<file path="src/rtl/sync_monitor_pkg.sv">
// Shared definitions for the sync activity monitor: per-channel FSM
// encoding, post-reset warm-up length and a small arithmetic helper.
package sync_monitor_pkg;

    // Per-channel acquisition state.
    typedef enum logic [1:0] {
        NO_SIGNAL = 2'd0,
        ACQUIRE   = 2'd1,
        LOCKED    = 2'd2
    } chan_state_t;

    // Cycles after reset release during which edge detection is suppressed,
    // so synchroniser flops filling up from reset never look like edges.
    localparam int WARMUP_CYCLES = 3;

    // Absolute difference of two unsigned values.
    function automatic logic [31:0] abs_diff(input logic [31:0] a, input logic [31:0] b);
        if (a >= b) begin
            return a - b;
        end else begin
            return b - a;
        end
    endfunction

endpackage

</file>
<file path="src/rtl/sync_activity_monitor_if.sv">
// Per-channel bundle between the top-level bus packing and one channel
// monitor: the raw sync input and the channel's status outputs.
interface sync_activity_monitor_if #(
    parameter int PERIOD_WIDTH = 24
);
    logic                    sync;
    logic                    present;
    logic                    locked;
    logic [PERIOD_WIDTH-1:0] period;
    logic                    change;

    modport master (
        output sync,
        input  present,
        input  locked,
        input  period,
        input  change
    );

    modport slave (
        input  sync,
        output present,
        output locked,
        output period,
        output change
    );
endinterface

</file>
<file path="src/rtl/sync_channel_monitor.sv">
// One channel of the activity monitor: synchroniser, idle timeout,
// period measurement and the NO_SIGNAL/ACQUIRE/LOCKED lock FSM.
module sync_channel_monitor
    import sync_monitor_pkg::*;
#(
    parameter int TIMEOUT_CYCLES = 10000000,
    parameter int PERIOD_WIDTH   = 24,
    parameter int LOCK_COUNT     = 4,
    parameter int TOLERANCE      = 8
) (
    input  logic                   clk,
    input  logic                   rst,
    sync_activity_monitor_if.slave ch
);

    localparam int IDLE_W  = $clog2(TIMEOUT_CYCLES + 1);
    localparam int MATCH_W = $clog2(LOCK_COUNT + 1);
    localparam int WARM_W  = $clog2(WARMUP_CYCLES + 1);

    localparam logic [IDLE_W-1:0]       IDLE_MAX    = IDLE_W'(TIMEOUT_CYCLES);
    localparam logic [IDLE_W-1:0]       IDLE_ZERO   = IDLE_W'(1'b0);
    localparam logic [IDLE_W-1:0]       IDLE_ONE    = IDLE_W'(1'b1);
    localparam logic [PERIOD_WIDTH-1:0] PERIOD_MAX  = {PERIOD_WIDTH{1'b1}};
    localparam logic [PERIOD_WIDTH-1:0] PERIOD_ZERO = PERIOD_WIDTH'(1'b0);
    localparam logic [PERIOD_WIDTH-1:0] PERIOD_ONE  = PERIOD_WIDTH'(1'b1);
    localparam logic [MATCH_W-1:0]      MATCH_LOCK  = MATCH_W'(LOCK_COUNT);
    localparam logic [MATCH_W-1:0]      MATCH_ZERO  = MATCH_W'(1'b0);
    localparam logic [MATCH_W-1:0]      MATCH_ONE   = MATCH_W'(1'b1);
    localparam logic [WARM_W-1:0]       WARM_DONE   = WARM_W'(WARMUP_CYCLES);
    localparam logic [WARM_W-1:0]       WARM_ZERO   = WARM_W'(1'b0);
    localparam logic [WARM_W-1:0]       WARM_ONE    = WARM_W'(1'b1);

    logic                    meta_r;
    logic                    sync_r;
    logic                    prev_r;
    logic [WARM_W-1:0]       warm_r;
    logic [IDLE_W-1:0]       idle_r;
    logic [IDLE_W-1:0]       idle_s;
    logic [PERIOD_WIDTH-1:0] pcnt_r;
    logic [PERIOD_WIDTH-1:0] pcnt_s;
    logic [PERIOD_WIDTH-1:0] cand_s;
    logic [PERIOD_WIDTH-1:0] ref_r;
    logic [PERIOD_WIDTH-1:0] ref_s;
    logic [PERIOD_WIDTH-1:0] period_r;
    logic [PERIOD_WIDTH-1:0] period_s;
    logic [MATCH_W-1:0]      match_cnt_r;
    logic [MATCH_W-1:0]      match_cnt_s;
    chan_state_t             state_r;
    chan_state_t             state_s;
    logic                    present_r;
    logic                    present_s;
    logic                    locked_r;
    logic                    locked_s;
    logic                    change_r;
    logic                    change_s;
    logic                    edge_en_s;
    logic                    activity_s;
    logic                    rise_s;
    logic                    timeout_s;
    logic                    period_match_s;

    // Two-flop synchroniser, edge-history flop and warm-up counter.
    always_ff @(posedge clk or posedge rst) begin
        if (rst) begin
            meta_r <= 1'b0;
            sync_r <= 1'b0;
            prev_r <= 1'b0;
            warm_r <= WARM_ZERO;
        end else begin
            meta_r <= ch.sync;
            sync_r <= meta_r;
            prev_r <= sync_r;
            if (warm_r != WARM_DONE) begin
                warm_r <= warm_r + WARM_ONE;
            end
        end
    end

    // Edge detection on the synchronised input; timeout loses to any edge.
    always_comb begin
        edge_en_s  = (warm_r == WARM_DONE);
        activity_s = edge_en_s & (sync_r ^ prev_r);
        rise_s     = edge_en_s & sync_r & ~prev_r;
        timeout_s  = (idle_r == IDLE_MAX) & ~activity_s;
    end

    // Saturating idle/period counters and the candidate period comparison.
    always_comb begin
        idle_s = idle_r;
        if (activity_s) begin
            idle_s = IDLE_ZERO;
        end else if (idle_r != IDLE_MAX) begin
            idle_s = idle_r + IDLE_ONE;
        end else begin
            idle_s = idle_r;
        end

        pcnt_s = pcnt_r;
        if (rise_s) begin
            pcnt_s = PERIOD_ZERO;
        end else if (pcnt_r != PERIOD_MAX) begin
            pcnt_s = pcnt_r + PERIOD_ONE;
        end else begin
            pcnt_s = pcnt_r;
        end

        // A saturated counter means the period overflowed and never matches.
        if (pcnt_r == PERIOD_MAX) begin
            cand_s = PERIOD_MAX;
        end else begin
            cand_s = pcnt_r + PERIOD_ONE;
        end
        period_match_s = (pcnt_r != PERIOD_MAX) &&
                         (abs_diff(32'(cand_s), 32'(ref_r)) <= 32'(TOLERANCE));
    end

    // Idle and period counter registers; idle starts saturated (absent).
    always_ff @(posedge clk or posedge rst) begin
        if (rst) begin
            idle_r <= IDLE_MAX;
            pcnt_r <= PERIOD_ZERO;
        end else begin
            idle_r <= idle_s;
            pcnt_r <= pcnt_s;
        end
    end

    // FSM state register together with its reference/match/period context.
    always_ff @(posedge clk or posedge rst) begin
        if (rst) begin
            state_r     <= NO_SIGNAL;
            ref_r       <= PERIOD_ZERO;
            match_cnt_r <= MATCH_ZERO;
            period_r    <= PERIOD_ZERO;
        end else begin
            state_r     <= state_s;
            ref_r       <= ref_s;
            match_cnt_r <= match_cnt_s;
            period_r    <= period_s;
        end
    end

    // FSM next-state: timeout forces NO_SIGNAL, rising edges drive acquisition.
    always_comb begin
        state_s     = state_r;
        ref_s       = ref_r;
        match_cnt_s = match_cnt_r;
        period_s    = period_r;
        if (timeout_s) begin
            state_s     = NO_SIGNAL;
            ref_s       = PERIOD_ZERO;
            match_cnt_s = MATCH_ZERO;
            period_s    = PERIOD_ZERO;
        end else if (rise_s) begin
            case (state_r)
                NO_SIGNAL: begin
                    state_s     = ACQUIRE;
                    match_cnt_s = MATCH_ZERO;
                end
                ACQUIRE: begin
                    ref_s = cand_s;
                    if (match_cnt_r == MATCH_ZERO) begin
                        match_cnt_s = MATCH_ONE;
                    end else if (period_match_s) begin
                        match_cnt_s = match_cnt_r + MATCH_ONE;
                    end else begin
                        match_cnt_s = MATCH_ONE;
                    end
                    if (match_cnt_s == MATCH_LOCK) begin
                        state_s  = LOCKED;
                        period_s = cand_s;
                    end else begin
                        state_s = ACQUIRE;
                    end
                end
                LOCKED: begin
                    ref_s = cand_s;
                    if (period_match_s) begin
                        period_s = cand_s;
                    end else begin
                        state_s     = ACQUIRE;
                        match_cnt_s = MATCH_ONE;
                    end
                end
                default: begin
                    state_s     = NO_SIGNAL;
                    ref_s       = PERIOD_ZERO;
                    match_cnt_s = MATCH_ZERO;
                    period_s    = PERIOD_ZERO;
                end
            endcase
        end else begin
            state_s = state_r;
        end
    end

    // FSM outputs: presence from the idle counter, lock from the next state.
    always_comb begin
        present_s = (idle_r < IDLE_MAX);
        locked_s  = (state_s == LOCKED);
        change_s  = (present_s != present_r) | (locked_s != locked_r);
    end

    // Registered status outputs, aligned so change pulses with the status edge.
    always_ff @(posedge clk or posedge rst) begin
        if (rst) begin
            present_r <= 1'b0;
            locked_r  <= 1'b0;
            change_r  <= 1'b0;
        end else begin
            present_r <= present_s;
            locked_r  <= locked_s;
            change_r  <= change_s;
        end
    end

    assign ch.present = present_r;
    assign ch.locked  = locked_r;
    assign ch.period  = period_r;
    assign ch.change  = change_r;

endmodule

</file>
<file path="src/rtl/sync_activity_monitor.sv">
// Top level: one independent sync_channel_monitor per channel, with the
// per-channel status packed onto the output buses.
module sync_activity_monitor #(
    parameter int CHANNELS       = 2,
    parameter int TIMEOUT_CYCLES = 10000000,
    parameter int PERIOD_WIDTH   = 24,
    parameter int LOCK_COUNT     = 4,
    parameter int TOLERANCE      = 8
) (
    input  logic                             clk_50mhz_in,
    input  logic                             rst_in,
    input  logic [CHANNELS-1:0]              sync_in,
    output logic [CHANNELS-1:0]              signal_present_out,
    output logic [CHANNELS-1:0]              locked_out,
    output logic [CHANNELS*PERIOD_WIDTH-1:0] period_out,
    output logic [CHANNELS-1:0]              change_out
);

    for (genvar i = 0; i < CHANNELS; i++) begin : g_ch
        sync_activity_monitor_if #(.PERIOD_WIDTH(PERIOD_WIDTH)) ch_bus ();

        assign ch_bus.sync = sync_in[i];

        sync_channel_monitor #(
            .TIMEOUT_CYCLES (TIMEOUT_CYCLES),
            .PERIOD_WIDTH   (PERIOD_WIDTH),
            .LOCK_COUNT     (LOCK_COUNT),
            .TOLERANCE      (TOLERANCE)
        ) u_chan (
            .clk (clk_50mhz_in),
            .rst (rst_in),
            .ch  (ch_bus.slave)
        );

        assign signal_present_out[i]                   = ch_bus.present;
        assign locked_out[i]                           = ch_bus.locked;
        assign period_out[i*PERIOD_WIDTH +: PERIOD_WIDTH] = ch_bus.period;
        assign change_out[i]                           = ch_bus.change;
    end

endmodule

</file>
<file path="config.mk">
export PLATFORM = sky130hd
export DESIGN_NAME = sync_activity_monitor
export DESIGN_NICKNAME = d
export VERILOG_FILES = /design/src/rtl/sync_monitor_pkg.sv /design/src/rtl/sync_activity_monitor_if.sv /design/src/rtl/sync_channel_monitor.sv /design/src/rtl/sync_activity_monitor.sv
export SDC_FILE = /design/constraint.sdc
export NUM_CORES = 1
export LEC_CHECK = 0
export CORE_MARGIN = 4
export CORE_UTILIZATION = 40
export CTS_CLUSTER_DIAMETER = 50
export CTS_CLUSTER_SIZE = 12
export DETAILED_ROUTE_END_ITERATION = 10
export GPL_TIMING_DRIVEN = 0
export PLACE_DENSITY = 0.64
export SYNTH_ARGS = -nofsm -noshare
export SYNTH_HDL_FRONTEND = slang
export SYNTH_SLANG_ARGS = --single-unit
</file>
<file path="constraint.sdc">
create_clock -name clk_50mhz_in -period 6.35 [get_ports clk_50mhz_in]
set_input_delay 0.635 -clock clk_50mhz_in [delete_from_list [all_inputs] [get_ports clk_50mhz_in]]
set_output_delay 0.635 -clock clk_50mhz_in [all_outputs]
set_load 0.03 [all_outputs]
</file>
==> results of run 1 <==
cell families after synthesis:
family,Yosys count,share of synthesized area
flip-flops,218,0.348
buffers and inverters,230,0.0605
XOR/XNOR,127,0.0706
adder cells (fa/ha/maj),116,0.0922
AO/OA/AOI/OAI,461,0.192
multiplexers,25,0.0168
AND/OR/NAND/NOR,713,0.220
worst min path at each step:
| stage | to | cells past startpoint | start | slack [ns] |
|---|---|---|---|---|
| global placement | g_ch[0].u_chan.sync_r$_DFF_PP0_ | 0 | g_ch[0].u_chan.meta_r$_DFF_PP0_ | 0.33 |
| detailed placement | g_ch[0].u_chan.sync_r$_DFF_PP0_ | 0 | g_ch[0].u_chan.meta_r$_DFF_PP0_ | 0.34 |
| floorplan | g_ch[0].u_chan.sync_r$_DFF_PP0_ | 0 | g_ch[0].u_chan.meta_r$_DFF_PP0_ | 0.33 |
| finish | g_ch[0].u_chan.sync_r$_DFF_PP0_ | 0 | g_ch[0].u_chan.meta_r$_DFF_PP0_ | 0.35 |
| global route | g_ch[0].u_chan.sync_r$_DFF_PP0_ | 0 | g_ch[0].u_chan.meta_r$_DFF_PP0_ | 0.35 |
| CTS | g_ch[0].u_chan.sync_r$_DFF_PP0_ | 0 | g_ch[0].u_chan.meta_r$_DFF_PP0_ | 0.35 |
routing by layer:
| metal | track usage | vias up | part of all wire |
|---|---|---|---|
| li1 | - | 6807 | - |
| met1 | 0.269 | 6706 | 0.45 |
| met2 | 0.348 | 288 | 0.48 |
| met3 | 0.0165 | 67 | 0.041 |
| met4 | 0.0542 | 0 | 0.027 |
| met5 | 0 | - | 0 |
stage by stage:
step	TNS, ns	util
4_1_cts	0	0.464
6_report	0	0.473
3_3_place_gp	-38.50	0.437
5_1_grt	-0.0707	0.473
3_5_place_dp	-41.33	0.440
2_1_floorplan	0	-
what timing repair did:
action | CTS | global route
pin swaps | 1 | 7
hold buffers | 0 | 0
setup endpoints to repair | 61 | 56
resized for setup | 24 | 76
buffers inserted | 1 | 8
gates cloned | 0 | 0
flip-flops by register name, indices dropped and copies added, names as in the netlist, 4 cells and up:
name	count
g_ch.u_chan.idle_r	48
g_ch.u_chan.match_cnt_r	6
g_ch.u_chan.ref_r	48
g_ch.u_chan.warm_r	4
g_ch.u_chan.ch.period	48
g_ch.u_chan.state_r	4
g_ch.u_chan.pcnt_r	48
power breakdown:
| group | internal, W | switching [W] | leakage, nW |
|---|---|---|---|
| Clock | 0.000871 | 0.000579 | 0.390 |
| Combinational | 0.00131 | 0.00167 | 5.09 |
| Sequential | 0.00144 | 0.0000471 | 2.92 |
cell type report:
class | count | area (um^2) | share of cell area
flip-flops and latches | 218 | 5480 | 0.298
clock buffers | 37 | 681 | 0.0371
repair buffers | 72 | 766 | 0.0417
clock inverters | 9 | 139 | 0.00757
multi-input cells | 1442 | 9670 | 0.527
well taps | 518 | 648 | 0.0353
inverters | 144 | 544 | 0.0297
plain buffers | 85 | 430 | 0.0235
worst register-to-register path, stage by stage (launching register included):
cell and delay (ns):
dfrtp_1 0.41, and4_4 0.28, nand4_1 0.16, inv_1 0.10
and3_1 0.26, nand3_2 0.15, or3_4 0.45, and2_1 0.19
inv_1 0.12, ha_1 0.26, buf_6 0.14, a21o_4 0.24
nand2_4 0.08, a31oi_2 0.14, or3_1 0.37, a2111o_1 0.45
nor4_4 0.28, and4_1 0.23, a41oi_1 0.05, or3_4 0.47
o31ai_4 0.28, a21oi_1 0.09, or2_1 0.22, buf_6 0.15
buf_6 0.15, a22o_1 0.23
cells in the final DEF, fill, tap and decap left out, types with 18 or more instances in the layout:
| cell | Yosys | routed |
|---|---|---|
| o21ai_0 | 111 | 109 |
| a21oi_1 | 124 | 117 |
| or3_1 | 24 | 22 |
| and3_1 | 30 | 30 |
| o21a_1 | 18 | 18 |
| dfrtp_1 | 202 | 201 |
| xor2_1 | 61 | 61 |
| clkbuf_1 | 49 | 53 |
| a21o_1 | 23 | 23 |
| a22o_1 | 25 | 25 |
| o31ai_1 | 21 | 20 |
| nor2_1 | 211 | 192 |
| ha_1 | 116 | 115 |
| nand4_1 | 37 | 37 |
| and2_1 | 18 | 18 |
| clkbuf_16 | 0 | 25 |
| xnor2_1 | 66 | 66 |
| clkdlybuf4s50_1 | 0 | 57 |
| nand2_1 | 182 | 180 |
| nand3_1 | 70 | 67 |
| buf_2 | 20 | 20 |
| nand2b_1 | 18 | 18 |
| inv_1 | 143 | 142 |
| nor3_1 | 37 | 30 |
| buf_4 | 7 | 19 |
==> impl_metrics.env, run 1 <==
export IMPL_fill_cells=3732
export IMPL_cp_required_ns=6.76
export IMPL_pre_cts_ws_ns=-1.17
export IMPL_slowest_stage="or3_4"
export IMPL_pin_count=58
export IMPL_grt_usage=0.200
export IMPL_crit_family="simple AND/OR/NAND/NOR gates"
export IMPL_r2r_start="g_ch[0].u_chan.pcnt_r[11]$_DFFE_PP0P_"
export IMPL_numCtsBuffers=25
export IMPL_drt_iter0_drc=888
export IMPL_area_growth_pct=16.6
export IMPL_num_rows=72
export IMPL_peakVddDrop_v=0.000203
export IMPL_synth_avg_cell_area_um2=8.33
export IMPL_p_leak_nw=8.40
export IMPL_critPathArrivalTime_ns=6.47
export IMPL_grt_pass1_vias=13699
export IMPL_synth_area_leaders="dfrtp_1, ha_1, nor2_1, nand2_1, a21oi_1"
export IMPL_drc=0
export IMPL_synth_flop_cell="dfrtp_1"
export IMPL_worstPathMaxFanout=10
export IMPL_synthesis_nets=2010
export IMPL_diodes=0
export IMPL_placed_area_um2=17100
export IMPL_worst_setup_path_start_kind="flip-flop"
export IMPL_yosysTopAreaCell="dfrtp_1"
export IMPL_period_minus_slack_ns=6.07
export IMPL_hpwlAfterDp_um=33600
export IMPL_dp_cells=2471
export IMPL_setup_viol=0
export IMPL_critPathMostFrequentCell="buf_6"
export IMPL_clk_path_buf_depth=3
export IMPL_slew_violations=0
export IMPL_worst_path_stages=25
export IMPL_routed_wl_um=43000
export IMPL_crit_type="reg2reg"
export IMPL_viasPerCell=5.49
export IMPL_power_density_nw_per_um2=322
export IMPL_fmax_ghz=0.165
export IMPL_worstMarginPinSlew_ns=0.708
export IMPL_cts_tree="yes"
export IMPL_vias=13868
export IMPL_final_nets=2108
export IMPL_ys_ff_latch=218
export IMPL_regToRegSetupSlack_ns=0.28
export IMPL_coreArea_um2=38800
export IMPL_async_flop_share=1.00
export IMPL_period_share=0.956
export IMPL_grt_max_degree=43
export IMPL_synthesis_area_um2=15700
export IMPL_crit_path_start="g_ch[0].u_chan.pcnt_r[11]$_DFFE_PP0P_"
export IMPL_initial_core_util=0.406
export IMPL_hold_violations=0
export IMPL_status="complete, no violations"
export IMPL_portBuffers=57
export IMPL_worst_hold_slack_ns=0.352
export IMPL_cp_end_kind="flip-flop"
export IMPL_dr_pass1_iters=7
export IMPL_grt_pass1_wl_um=70800
export IMPL_die_w_um=206
export IMPL_die_area_um2=42600
export IMPL_finalInstanceArea_um2=18400
export IMPL_synth_top_cell_area_share=0.321
export IMPL_overflow=0
export IMPL_fin_skew_ns=0.0137
export IMPL_cp_endpoint="g_ch[0].u_chan.ch.period[7]$_DFFE_PP0P_"
export IMPL_instances_no_fill=2525
export IMPL_die_height_um=206
export IMPL_clk_latency_ns=0.53
export IMPL_root_buffer="clkbuf_16"
export IMPL_avgRoutedWirePerCell_um=17.0
export IMPL_cp_buffers_inverters=5
export IMPL_cpPeakStageDelay_ns=0.47
export IMPL_synth_common_cells="nor2_1, dfrtp_1, nand2_1, inv_1, a21oi_1"
export IMPL_total_power_w=0.00592
export IMPL_setup_slack_ns=0.281
export IMPL_clock_sinks=218
export IMPL_final_antenna_net_count=0
export IMPL_min_path_type="reg2reg"
export IMPL_rr_endpoint="g_ch[0].u_chan.ch.period[7]$_DFFE_PP0P_"
export IMPL_drv_cap=0
export IMPL_synth_edf_count=0
export IMPL_seq_area_frac_synth=0.348
export IMPL_synth_warning_count=0
export IMPL_syn_inst=1890
export IMPL_synth_cell_types=93
export IMPL_clk_pin_slew_ns=0.06
export IMPL_gp_congestion=0.920
export IMPL_slew_headroom=0.523
export IMPL_yosys_cell_count_top_type="nor2_1"
export IMPL_drive_gt1_frac=0.104
export IMPL_antenna_found_initial=0
export IMPL_ff2ff_path_depth=25
export IMPL_cts_htree_levels=1
Note: power is estimated with default switching activity, not from simulation.
==> run 2: changes to the inputs <==
--- a/config.mk
+++ b/config.mk
@@ -5,6 +5,7 @@
 export SDC_FILE = /design/constraint.sdc
 export NUM_CORES = 1
 export LEC_CHECK = 0
+export CAP_MARGIN = 30
 export CORE_MARGIN = 4
 export CORE_UTILIZATION = 40
 export CTS_CLUSTER_DIAMETER = 50
==> constraint.sdc (replaced) <==
create_clock -name clk_50mhz_in -period 5.12 [get_ports clk_50mhz_in]
set_input_delay 0.512 -clock clk_50mhz_in [delete_from_list [all_inputs] [get_ports clk_50mhz_in]]
set_output_delay 0.512 -clock clk_50mhz_in [all_outputs]
set_load 0.03 [all_outputs]
==> impl_metrics.env, run 2 (synthesized netlist as in run 1, its figures left out) <==
export IMPL_intPower_w=0.00496
export IMPL_vias=14773
export IMPL_overflow=0
export IMPL_num_rows=72
export IMPL_netSwitchingFraction=0.396
export IMPL_initial_core_util=0.406
export IMPL_cp_required_ns=5.55
export IMPL_rsz0062_at_grt="yes"
export IMPL_gp_congestion=0.914
export IMPL_min_path_type="in2async"
export IMPL_grt_pass1_wl_um=76400
export IMPL_diodes=0
export IMPL_fill_cells=3432
export IMPL_grt_max_degree=43
export IMPL_die_w_um=206
export IMPL_routed_wl_um=48000
export IMPL_power_density_nw_per_um2=394
export IMPL_worst_setup_path_start_kind="flip-flop"
export IMPL_grt_usage=0.219
export IMPL_area_growth_pct=32.3
export IMPL_portBuffers=57
export IMPL_slowest_stage="or4_4"
export IMPL_fmax_ghz=0.182
export IMPL_antenna_found_initial=0
export IMPL_coreArea_um2=38800
export IMPL_period_minus_slack_ns=5.49
export IMPL_worstPathMaxFanout=6
export IMPL_clock_sinks=218
export IMPL_hold_violations=0
export IMPL_final_antenna_net_count=0
export IMPL_multi_input_area_um2=10900
export IMPL_drt_iter0_drc=911
export IMPL_fin_setup_tns_ns=-14.88
export IMPL_layout_commonest_cell="dfrtp_1"
export IMPL_die_area_um2=42600
export IMPL_fin_skew_ns=0.0120
export IMPL_grt_pass1_vias=14528
export IMPL_cts_tree="yes"
export IMPL_worstMarginPinSlew_ns=1.08
export IMPL_pwr_share_seq=0.225
export IMPL_avgRoutedWirePerCell_um=18.2
export IMPL_slew_headroom=0.278
export IMPL_pin_count=58
export IMPL_p_sw_w=0.00325
export IMPL_status="complete, but fails checks"
export IMPL_drv_cap=0
export IMPL_violations="setup timing"
export IMPL_peakVddDrop_v=0.000262
export IMPL_crit_family="simple AND/OR/NAND/NOR gates"
export IMPL_drc=0
export IMPL_slew_violations=0
export IMPL_total_power_w=0.00821
export IMPL_clk_pin_slew_ns=0.06
export IMPL_final_cell_mix="dfrtp_1, nor2_1, nand2_1"
export IMPL_cp_buffers_inverters=9
export IMPL_root_buffer="clkbuf_16"
export IMPL_clk_latency_ns=0.55
export IMPL_p_comb_frac=0.553
export IMPL_drive_gt1_frac=0.239
export IMPL_die_height_um=206
export IMPL_cts_htree_levels=1
export IMPL_final_nets=2226
export IMPL_critPathArrivalTime_ns=5.92
export IMPL_period_share=1.07
export IMPL_dr_pass1_iters=5
export IMPL_hpwlAfterDp_um=33500
export IMPL_regToRegSetupSlack_ns=-0.37
export IMPL_register_area_um2=5480
export IMPL_numCtsBuffers=26
export IMPL_clk_path_buf_depth=3
export IMPL_p_leak_nw=9.44
export IMPL_setup_viol=58
export IMPL_cp_end_kind="flip-flop"
export IMPL_viasPerCell=5.59
export IMPL_crit_type="reg2reg"
export IMPL_setup_slack_ns=-0.370
export IMPL_cpPeakStageDelay_ns=0.56
export IMPL_pwr_share_clk=0.221
## run 2: cell count changes in the layout (fill, tap and decap cells not counted), sizes merged
cell | before | now
clkinvlp | 3 | 4
buf | 55 | 177
clkbuf | 82 | 77
bufinv | 3 | 1
clkinv | 2 | 5
or2 | 9 | 10
inv | 145 | 144
## run 2: stage by stage
stage / std cells / hold slack (ns) / worst slack, ns / instance area, um^2 / utilization
CTS: 2605 / 0.345 / -0.344 / 20000 / 0.516
floorplan: 1890 / 0.331 / 0.00738 / 15800 / -
global placement: 2465 / 0.335 / -1.93 / 17000 / 0.439
detailed placement: 2470 / 0.343 / -1.94 / 17100 / 0.441
global route: 2644 / 0.364 / -0.631 / 20800 / 0.536
finish: 2644 / 0.347 / -0.370 / 20800 / 0.536
## run 2: layout make-up
| class | count | area share |
|---|---|---|
| buffer | 77 | 0.0280 |
| clock buffer | 38 | 0.0348 |
| clock inverter | 10 | 0.00601 |
| inverter | 144 | 0.0263 |
| multi-input combinational | 1443 | 0.523 |
| sequential | 218 | 0.263 |
| tap | 518 | 0.0311 |
| timing repair buffer | 196 | 0.0878 |
## run 2: worst paths after layout
check,startpoint,end,cells after the start
max in group asynchronous,rst_in,g_ch[1].u_chan.idle_r[19]$_DFFE_PP1P_,5
hold reg to reg,g_ch[0].u_chan.meta_r$_DFF_PP0_,g_ch[0].u_chan.sync_r$_DFF_PP0_,0
setup reg to reg,g_ch[0].u_chan.pcnt_r[11]$_DFFE_PP0P_,g_ch[0].u_chan.ch.period[21]$_DFFE_PP0P_,28
min in group clk_50mhz_in,g_ch[0].u_chan.meta_r$_DFF_PP0_,g_ch[0].u_chan.sync_r$_DFF_PP0_,0
hold / removal,rst_in,g_ch[1].u_chan.ch.period[16]$_DFFE_PP0P_,2
setup / recovery,g_ch[0].u_chan.pcnt_r[11]$_DFFE_PP0P_,g_ch[0].u_chan.ch.period[21]$_DFFE_PP0P_,28
## run 2: power by group through the flow
stage	Combinational, W	Sequential (W)	Clock, W
5_1_grt	0.00485	0.00186	0.00194
2_1_floorplan	0.00259	0.00190	0
3_3_place_gp	0.00331	0.00188	0
6_report	0.00455	0.00185	0.00182
3_5_place_dp	0.00336	0.00188	0
4_1_cts	0.00407	0.00185	0.00186
## run 2: routing by layer
| metal | global-route usage | vias to the layer above | share of wire |
|---|---|---|---|
| met2 | 0.378 | 436 | 0.49 |
| met5 | 0 | - | 0 |
| met3 | 0.0251 | 117 | 0.048 |
| met4 | 0.0739 | 0 | 0.036 |
| li1 | - | 7078 | - |
| met1 | 0.285 | 7142 | 0.43 |
## run 2: timing repair
action,4_1_cts,5_1_grt
hold buffers,0,0
cloned,5,1
resized for setup,298,137
buffers inserted,88,46
setup endpoints to repair,62,62
pin swaps,91,67
## run 2: worst reg2reg max path: cells and delay by family, from the launching register on
kind	cells	cell delay, ns
AND/OR/NAND/NOR	11	2.72
buffers and inverters	9	1.19
AO/OA/AOI/OAI	7	0.91
flip-flops	1	0.36
adder cells (fa/ha/maj)	1	0.20
